`src/rtl/sha256_pkg.sv`:
```
`default_nettype none
// ============================================================================
// Module      : sha256_pkg
// Description : Shared types and constants for the UART SHA-256 controller:
//               controller state encoding, block/digest geometry, ASCII
//               line-terminator codes and a nibble-to-hex-character helper.
// Revision    : 1.0 - initial release
// ============================================================================
package sha256_pkg;

  localparam int MAX_MSG_BYTES = 55;
  localparam int MSG_W         = 8 * MAX_MSG_BYTES;  // 440-bit message word
  localparam int BLOCK_W       = 512;
  localparam int DIGEST_W      = 256;

  localparam logic [7:0] ASCII_CR = 8'h0D;
  localparam logic [7:0] ASCII_LF = 8'h0A;

  typedef enum logic [2:0] {
    ST_IDLE      = 3'd0,
    ST_PAD       = 3'd1,
    ST_START     = 3'd2,
    ST_WAIT_CORE = 3'd3,
    ST_SEND      = 3'd4,
    ST_WAIT_TX   = 3'd5
  } state_e;

  // 0..9 -> '0'..'9', 10..15 -> 'a'..'f' (0x57 + 10 = 0x61 = 'a')
  function automatic logic [7:0] nib2hex(input logic [3:0] nib);
    if (nib < 4'd10) return 8'h30 + {4'h0, nib};
    else             return 8'h57 + {4'h0, nib};
  endfunction

endpackage
`default_nettype wire

```
`src/rtl/sha256_ctrl_if.sv`:
```
`default_nettype none
// ============================================================================
// Module      : sha256_ctrl_if
// Description : Bundle of the controller's message, core and UART-TX signals.
//               master : controller view (drives core_start/core_block,
//                        tx_dv/tx_byte, busy, overrun_cnt)
//               slave  : environment view (sipo, core, UART TX)
// Parameters  : OVR_W - width of the overrun counter
// Revision    : 1.0 - initial release
// ============================================================================
interface sha256_ctrl_if
  import sha256_pkg::*;
#(
  parameter int OVR_W = 8
) ();

  logic                  msg_valid;
  logic [5:0]            byte_valid;
  logic [MSG_W-1:0]      msg_word;
  logic                  core_ready;
  logic                  core_start;
  logic [BLOCK_W-1:0]    core_block;
  logic                  core_done;
  logic [DIGEST_W-1:0]   core_digest;
  logic                  tx_active;
  logic                  tx_done;
  logic                  tx_dv;
  logic [7:0]            tx_byte;
  logic                  busy;
  logic [OVR_W-1:0]      overrun_cnt;

  modport master (
    input  msg_valid, byte_valid, msg_word,
    input  core_ready, core_done, core_digest,
    input  tx_active, tx_done,
    output core_start, core_block, tx_dv, tx_byte, busy, overrun_cnt
  );

  modport slave (
    output msg_valid, byte_valid, msg_word,
    output core_ready, core_done, core_digest,
    output tx_active, tx_done,
    input  core_start, core_block, tx_dv, tx_byte, busy, overrun_cnt
  );

endinterface
`default_nettype wire

```
`src/rtl/sha256_ctrl_pad.sv`:
```
`default_nettype none
// ============================================================================
// Module      : sha256_pad
// Description : Combinational single-block SHA-256 padding.
//               i_msg   - message, byte i at [439-8i -: 8]
//               i_len   - length in bytes, 0..55 (already clamped)
//               o_block - message bytes, 0x80 marker, zeros, 64-bit bit length
// Revision    : 1.0 - initial release
// ============================================================================
module sha256_pad
  import sha256_pkg::*;
(
  input  wire logic [MSG_W-1:0]   i_msg,
  input  wire logic [5:0]         i_len,
  output logic      [BLOCK_W-1:0] o_block
);

  // Bytes at or beyond the length are never taken from the message, so stale
  // data left in the sipo word cannot leak into the block.
  for (genvar i = 0; i < MAX_MSG_BYTES; i++) begin : g_byte
    assign o_block[BLOCK_W-1-8*i -: 8] =
        (i_len > 6'(i))  ? i_msg[MSG_W-1-8*i -: 8] :
        (i_len == 6'(i)) ? 8'h80 : 8'h00;
  end

  // Byte 55 can only ever hold the end marker (a 55-byte message).
  assign o_block[BLOCK_W-1-8*MAX_MSG_BYTES -: 8] = (i_len == 6'd55) ? 8'h80 : 8'h00;

  // Big-endian bit length = 8 * bytes.
  assign o_block[63:0] = {55'd0, i_len, 3'b000};

endmodule
`default_nettype wire

```
`src/rtl/sha256_ctrl.sv`:
```
`default_nettype none
// ============================================================================
// Module      : sha256_ctrl
// Description : Sequencer between the sipo byte collector, the SHA-256 core
//               and the UART transmitter. Pads one message into a block,
//               runs the core, then streams the digest out over UART TX.
//               Counts messages dropped while busy (saturating).
// Ports       : clk   - system clock
//               rst_n - asynchronous active-low reset
//               bus   - sha256_ctrl_if.master (message, core, TX, status)
// Parameters  : OVR_W - overrun counter width
// Macros      : SHA256_CTRL_HEX_EN - send the digest as lowercase ASCII hex
//               plus CR LF (66 bytes) instead of 32 raw bytes
// Revision    : 1.0 - initial release
// ============================================================================
module sha256_ctrl
  import sha256_pkg::*;
#(
  parameter int OVR_W = 8
) (
  input  wire logic      clk,
  input  wire logic      rst_n,
  sha256_ctrl_if.master  bus
);

`ifdef SHA256_CTRL_HEX_EN
  localparam logic [6:0] LAST_IDX = 7'd65;
  localparam int         SHIFT    = 4;
`else
  localparam logic [6:0] LAST_IDX = 7'd31;
  localparam int         SHIFT    = 8;
`endif

  state_e              state_q, state_d;
  logic [5:0]          len_q, len_d;
  logic [MSG_W-1:0]    msg_q, msg_d;
  logic [BLOCK_W-1:0]  block_q, block_d;
  logic [DIGEST_W-1:0] dig_q, dig_d;
  logic [6:0]          idx_q, idx_d;
  logic                core_start_q, core_start_d;
  logic                tx_dv_q, tx_dv_d;
  logic [7:0]          tx_byte_q, tx_byte_d;
  logic                busy_q, busy_d;
  logic [OVR_W-1:0]    ovr_q, ovr_d;

  logic [BLOCK_W-1:0]  w_pad_block;
  logic [7:0]          w_tx_char;

  sha256_pad u_pad (
    .i_msg   (msg_q),
    .i_len   (len_q),
    .o_block (w_pad_block)
  );

  // Character for the current index; the digest register is shifted left
  // after every sent character so its top bits are always the next payload.
  always_comb begin
`ifdef SHA256_CTRL_HEX_EN
    if (idx_q == 7'd64)      w_tx_char = ASCII_CR;
    else if (idx_q == 7'd65) w_tx_char = ASCII_LF;
    else                     w_tx_char = nib2hex(dig_q[DIGEST_W-1 -: 4]);
`else
    w_tx_char = dig_q[DIGEST_W-1 -: 8];
`endif
  end

  always_comb begin
    state_d      = state_q;
    len_d        = len_q;
    msg_d        = msg_q;
    block_d      = block_q;
    dig_d        = dig_q;
    idx_d        = idx_q;
    core_start_d = 1'b0;
    tx_dv_d      = 1'b0;
    tx_byte_d    = tx_byte_q;
    ovr_d        = ovr_q;

    if (bus.msg_valid && (state_q != ST_IDLE) && (ovr_q != {OVR_W{1'b1}}))
      ovr_d = ovr_q + 1'b1;

    case (state_q)
      ST_IDLE: begin
        if (bus.msg_valid) begin
          msg_d   = bus.msg_word;
          len_d   = (bus.byte_valid > 6'd55) ? 6'd55 : bus.byte_valid;
          state_d = ST_PAD;
        end
      end
      ST_PAD: begin
        block_d = w_pad_block;
        state_d = ST_START;
      end
      ST_START: begin
        if (bus.core_ready) begin
          core_start_d = 1'b1;
          state_d      = ST_WAIT_CORE;
        end
      end
      ST_WAIT_CORE: begin
        if (bus.core_done) begin
          dig_d   = bus.core_digest;
          idx_d   = 7'd0;
          state_d = ST_SEND;
        end
      end
      ST_SEND: begin
        if (!bus.tx_active) begin
          tx_dv_d   = 1'b1;
          tx_byte_d = w_tx_char;
          state_d   = ST_WAIT_TX;
        end
      end
      ST_WAIT_TX: begin
        if (bus.tx_done) begin
          if (idx_q == LAST_IDX) begin
            state_d = ST_IDLE;
          end else begin
            idx_d   = idx_q + 7'd1;
            dig_d   = dig_q << SHIFT;
            state_d = ST_SEND;
          end
        end
      end
      default: state_d = ST_IDLE;
    endcase

    busy_d = (state_d != ST_IDLE);
  end

  always_ff @(posedge clk or negedge rst_n) begin
    if (!rst_n) begin
      state_q      <= ST_IDLE;
      len_q        <= '0;
      msg_q        <= '0;
      block_q      <= '0;
      dig_q        <= '0;
      idx_q        <= '0;
      core_start_q <= 1'b0;
      tx_dv_q      <= 1'b0;
      tx_byte_q    <= '0;
      busy_q       <= 1'b0;
      ovr_q        <= '0;
    end else begin
      state_q      <= state_d;
      len_q        <= len_d;
      msg_q        <= msg_d;
      block_q      <= block_d;
      dig_q        <= dig_d;
      idx_q        <= idx_d;
      core_start_q <= core_start_d;
      tx_dv_q      <= tx_dv_d;
      tx_byte_q    <= tx_byte_d;
      busy_q       <= busy_d;
      ovr_q        <= ovr_d;
    end
  end

  assign bus.core_start  = core_start_q;
  assign bus.core_block  = block_q;
  assign bus.tx_dv       = tx_dv_q;
  assign bus.tx_byte     = tx_byte_q;
  assign bus.busy        = busy_q;
  assign bus.overrun_cnt = ovr_q;

endmodule
`default_nettype wire

```
`src/flat_wrapper.sv`:
```
// flat-port wrapper written by rule: the top's interface ports become plain ports
module sha256_ctrl_flat import sha256_pkg::*;
#(
  parameter int OVR_W = 8
)
  (clk, rst_n, bus_msg_valid, bus_byte_valid, bus_msg_word, bus_core_ready, bus_core_done, bus_core_digest, bus_tx_active, bus_tx_done, bus_core_start, bus_core_block, bus_tx_dv, bus_tx_byte, bus_busy, bus_overrun_cnt);
  sha256_ctrl_if #(.OVR_W(OVR_W)) bus_i ();
  input  wire logic clk;
  input  wire logic rst_n;
  input wire logic [$bits(bus_i.msg_valid)-1:0] bus_msg_valid;
  input wire logic [$bits(bus_i.byte_valid)-1:0] bus_byte_valid;
  input wire logic [$bits(bus_i.msg_word)-1:0] bus_msg_word;
  input wire logic [$bits(bus_i.core_ready)-1:0] bus_core_ready;
  input wire logic [$bits(bus_i.core_done)-1:0] bus_core_done;
  input wire logic [$bits(bus_i.core_digest)-1:0] bus_core_digest;
  input wire logic [$bits(bus_i.tx_active)-1:0] bus_tx_active;
  input wire logic [$bits(bus_i.tx_done)-1:0] bus_tx_done;
  output wire logic [$bits(bus_i.core_start)-1:0] bus_core_start;
  output wire logic [$bits(bus_i.core_block)-1:0] bus_core_block;
  output wire logic [$bits(bus_i.tx_dv)-1:0] bus_tx_dv;
  output wire logic [$bits(bus_i.tx_byte)-1:0] bus_tx_byte;
  output wire logic [$bits(bus_i.busy)-1:0] bus_busy;
  output wire logic [$bits(bus_i.overrun_cnt)-1:0] bus_overrun_cnt;
  assign bus_i.msg_valid = bus_msg_valid;
  assign bus_i.byte_valid = bus_byte_valid;
  assign bus_i.msg_word = bus_msg_word;
  assign bus_i.core_ready = bus_core_ready;
  assign bus_i.core_done = bus_core_done;
  assign bus_i.core_digest = bus_core_digest;
  assign bus_i.tx_active = bus_tx_active;
  assign bus_i.tx_done = bus_tx_done;
  assign bus_core_start = bus_i.core_start;
  assign bus_core_block = bus_i.core_block;
  assign bus_tx_dv = bus_i.tx_dv;
  assign bus_tx_byte = bus_i.tx_byte;
  assign bus_busy = bus_i.busy;
  assign bus_overrun_cnt = bus_i.overrun_cnt;
  sha256_ctrl #(.OVR_W(OVR_W)) u_core (.clk(clk), .rst_n(rst_n), .bus(bus_i));
endmodule
```
`config.mk`:
```
export PLATFORM = sky130hd
export DESIGN_NAME = sha256_ctrl_flat
export DESIGN_NICKNAME = d
export VERILOG_FILES = /design/src/rtl/sha256_pkg.sv /design/src/rtl/sha256_ctrl_if.sv /design/src/rtl/sha256_ctrl_pad.sv /design/src/rtl/sha256_ctrl.sv /design/src/flat_wrapper.sv
export SDC_FILE = /design/constraint.sdc
export NUM_CORES = 2
export LEC_CHECK = 0
export CORE_AREA = 2 2 481 483
export DETAILED_ROUTE_END_ITERATION = 8
export DIE_AREA = 0 0 483 485
export SLEW_MARGIN = 20
export SYNTH_ARGS = -nofsm -noshare
export SYNTH_HDL_FRONTEND = slang
export SYNTH_SLANG_ARGS = --single-unit
export TNS_END_PERCENT = 20
```
`constraint.sdc`:
```
create_clock -name clk -period 2.3 [get_ports clk]
set_clock_uncertainty 0.1 [all_clocks]
set_input_delay 0.46 -clock clk [delete_from_list [all_inputs] [get_ports clk]]
set_output_delay 0.46 -clock clk [all_outputs]
set_load 0.05 [all_outputs]
```
==> results.md <==
- The flow ran to the end, and the final reports show no timing, DRC or antenna violations.
- The synthesized instance count is 3661.
- The net switching power figure is 43.4 mW.
- The number of buffers created by CTS is 135.
- In this run the remaining antenna-violating nets after routing total 0.
- After clock tree synthesis, the clock-pin slew on the worst setup and hold paths is 60 ps.
- The power density over cell area is 1540 nW/um^2.
- The total count of max-transition violations in the final report is 0.
- The tool flagged a number of max-cap violations equal to 0.
- The most used flip-flop cell after synthesis is sky130_fd_sc_hd__dfrtp_1.
- Of the total power, combinational logic draws 0.426.
- The worst slew margin relative to its limit is 0.440.
- The number of remaining DRC errors is 0.
- Summed over all layers, the routed wires come to 203000 um.
- The count of endpoints failing hold in the final timing report is 0.
- In this run the critical register-to-register path is launched from u_core.state_q[1]$_DFF_PN0_.
- In this run the tool buffered the top-level ports with 1174 buffer cells.
- The count of synthesis-stage warnings from yosys is 0.
- The setup check on the worst reg-to-reg path leaves a slack of 50 ps.
- Counting flops and latches in the post-synthesis netlist gives 1178.
- The core occupancy in the finished layout is 0.295.
- Entering global routing, the biggest net connects 113 pins.
- Measured along the y axis, the die boundary spans 485 um.
- The highest ir drop seen on vdd is 0.000800 V.
- The die extent in x is 483 um.
- The core area is 229000 um^2.
- The overall track demand over capacity in global routing is 0.169.
- The time the worst path needs with I/O delays and setup is 2250 ps.
- Detailed placement ended at an HPWL of 161000 um.
- The area share of the largest cell type after synthesis is 0.641.
- The area growth from synthesis to layout is 46.8%.
- Setup repair after global routing left no endpoint under its margin.
- The CTS tree is yes.
- For this run the aggregate overflow at the end of global routing stands at 0.
- The first routing iteration left 2165 violations.
- Yosys attributes the largest share of cell area to sky130_fd_sc_hd__dfrtp_1 64%, sky130_fd_sc_hd__mux2_2 11%, sky130_fd_sc_hd__a22o_1 6.3%.
- The number of buffers inserted to repair setup after CTS is 0.
- At the later pin of the worst-skew pair, clock insertion delay measures 800 ps.
- The netlist uses 62 different library cells.
- The boundary pin count is 1240.
- The part of the cycle the worst path needs is 0.977.
- In this run the critical register-to-register path is captured at u_core.dig_q[236]$_DFFE_PN0P_.
- The register share of total power is 0.359.
- The initial antenna violation count is 91.
- The fraction of synthesis flops using an asynchronous set or reset pin is 1.00.
- Static timing analysis puts the maximum clock frequency at 0.445 GHz.
- Summing internal, switching and leakage power gives 104 mW.
- The critical path ends at u_core.dig_q[236]$_DFFE_PN0P_.
- Summing every instance area after synthesis gives 46000 um^2.
- In this run the deepest clock path goes through 3 buffers.
- The final count of negative-setup-slack endpoints is 0.
- The number of global-route vias before repair is 36900.
- Of the cells placed in the final design, the portion with a size suffix greater than 1 is 0.264.
- The first global-routing pass estimated 285000 um of wire.
- For the pin with the worst max-slew slack, the measured transition is 840 ps.
- The data arrival at the endpoint of the critical path is 2790 ps.
- The most common cell in the netlist is sky130_fd_sc_hd__dfrtp_1.
- The static leakage is 28.8 nW.
- The data required time at the worst endpoint is 2840 ps.
- The worst setup path is launched from a register.
- The path depth of the worst reg2reg path is 6.
- CTS saw 1178 sinks.
- Routability-driven placement finished with a final weighted congestion of 0.901.
- The total number of placement rows is 176.
- The critical path is of the register to register type.
- Of the total power, the share spent switching nets is 0.419.
- The clock tree synthesis step divided the H-tree into 4 levels.
- The starting utilization of the core area is 0.201.
- The share of the Yosys chip area taken by registers is 0.641.
- The number of flops mapped to enable cells by yosys is 0.
- In this run the worst setup path begins at u_core.state_q[1]$_DFF_PN0_.
- The tree is rooted in a sky130_fd_sc_hd__clkbuf_16.
- Along the worst path, the maximum fanout reaches 42.
- The fraction of power consumed by the clock network is 0.215.
- In this run the mean area of a mapped cell was 12.6 um^2.
- The largest total area in the synthesized netlist belongs to sky130_fd_sc_hd__dfrtp_1.
- The die area is 234000 um^2.
- The class of the worst hold path is input port to register.
- Internal power comes to 60.3 mW.
- Setup total negative slack on the finished layout was measured at 0 ps.
- The net count of the finished layout is 5701.
- After detailed routing, the average wire length per cell comes to 24.9 um.
- The routed layout has 35800 vias.
- The first TritonRoute pass finished after 6 iterations.
- The via density per instance is 4.40.
- Counting instances in the post-synthesis netlist gives the leading cell types as 1178 x sky130_fd_sc_hd__dfrtp_1, 441 x sky130_fd_sc_hd__mux2_2, 329 x sky130_fd_sc_hd__a22o_1.
- The worst setup path is captured at a register.
## how the worst min path moves through the flow
stage	cells past startpoint	slack [ps]	end	from
2_1_floorplan	0	60	u_core.bus.busy$_DFF_PN0_	rst_n
3_3_place_gp	1	250	u_core.dig_q[66]$_DFFE_PN0P_	rst_n
3_5_place_dp	1	250	u_core.dig_q[66]$_DFFE_PN0P_	rst_n
4_1_cts	3	60	u_core.msg_q[103]$_DFFE_PN0P_	bus_msg_word[103]
5_1_grt	3	100	u_core.msg_q[103]$_DFFE_PN0P_	bus_msg_word[103]
6_report	3	140	u_core.msg_q[143]$_DFFE_PN0P_	bus_msg_word[143]
## area by class of cell
class / instances / area [um^2]
fillers: 23200 / 161000
flip-flops and latches: 1178 / 29500
multi-input cells: 2202 / 15100
repair buffers: 1459 / 14400
clock buffers: 179 / 3830
well taps: 3026 / 3790
clock inverters: 61 / 815
inverters: 14 / 56.3
diodes: 21 / 52.6
## per-layer routing
layer	global-route usage	part of all wire	routed length (um)	vias up
met3	0.0749	0.098	20000	379
li1	-	-	-	15900
met2	0.297	0.51	103000	1408
met5	0	0.0035	718	-
met4	0.0582	0.035	7020	108
met1	0.179	0.36	72500	18000
## state kept, by name (all words and copies together) (netlist names)
register,cells
u_core.bus.tx_dv,1
u_core.idx_q,7
u_core.bus.core_block,447
u_core.bus.tx_byte,8
u_core.dig_q,256
u_core.bus.core_start,1
u_core.bus.busy,1
u_core.state_q,3
u_core.len_q,6
u_core.msg_q,440
u_core.bus.overrun_cnt,8
## layout by cell type (no fill, tap or decap), types with 25 or more instances in the layout
master,n
sky130_fd_sc_hd__clkdlybuf4s50_1,707
sky130_fd_sc_hd__nand3_1,36
sky130_fd_sc_hd__a22o_1,329
sky130_fd_sc_hd__nor3_1,256
sky130_fd_sc_hd__mux2_2,441
sky130_fd_sc_hd__o21ai_0,97
sky130_fd_sc_hd__conb_1,65
sky130_fd_sc_hd__clkbuf_16,137
sky130_fd_sc_hd__a21oi_1,38
sky130_fd_sc_hd__o22ai_1,251
sky130_fd_sc_hd__nand2_1,210
sky130_fd_sc_hd__clkdlybuf4s15_1,94
sky130_fd_sc_hd__buf_12,72
sky130_fd_sc_hd__buf_4,407
sky130_fd_sc_hd__dlygate4sd2_1,36
sky130_fd_sc_hd__clkinv_2,25
sky130_fd_sc_hd__nor2_1,315
sky130_fd_sc_hd__dfrtp_1,1171
sky130_fd_sc_hd__clkdlybuf4s15_2,126
## through the flow
stage / hold WS [ps] / cell area (um^2) / std cells / setup slack (ps)
2_1_floorplan: 64.4 / 46300 / 3725 / 369
3_3_place_gp: 246 / 62700 / 7877 / -394
3_5_place_dp: 246 / 62700 / 7877 / -425
4_1_cts: 55.8 / 67500 / 8119 / 0.0151
5_1_grt: 98.6 / 67500 / 8129 / 0.0330
6_report: 139 / 67500 / 8140 / 54.0
## cells by family (layout without fill, tap and decap cells)
group / Yosys count / after routing / share of synthesized area
muxes: 446 / 446 / 0.109
buffers and inverters: 345 / 1713 / 0.0380
and+or+nand+nor: 891 / 891 / 0.0855
DFF: 1178 / 1178 / 0.641
AOI/OAI and AO/OA: 790 / 790 / 0.125
adders and majority gates: 2 / 2 / 0.000544
xor gates and xnor gates: 8 / 8 / 0.00152
other: 1 / 86 / 0.0000815
## critical path, stage by stage (launching register included)
cell and delay [ps]:
sky130_fd_sc_hd__dfrtp_1 500, sky130_fd_sc_hd__buf_4 220, sky130_fd_sc_hd__nand4b_1 250, sky130_fd_sc_hd__a21o_4 300, sky130_fd_sc_hd__buf_12 200, sky130_fd_sc_hd__o22ai_1 440
sky130_fd_sc_hd__nor2_1 110
## power groups by stage
stage	combinational (mW)	clock, mW	sequential, mW
final	44.1	22.3	37.3
after global routing	47.0	23.7	38.3
after floorplan	16.5	0	46.1
after CTS	44.9	22.9	37.2
after detailed placement	45.5	0	37.5
after global placement	44.9	0	37.2
## repair_timing
| item | CTS | global route |
|---|---|---|
| setup endpoints to repair | 363 | 117 |
| hold endpoints to repair | 699 | 0 |
| gates resized for setup | 630 | 40 |
| hold buffers | 2 | 0 |
| pin swaps | 0 | 1 |
(Power assumes the default switching activity.)
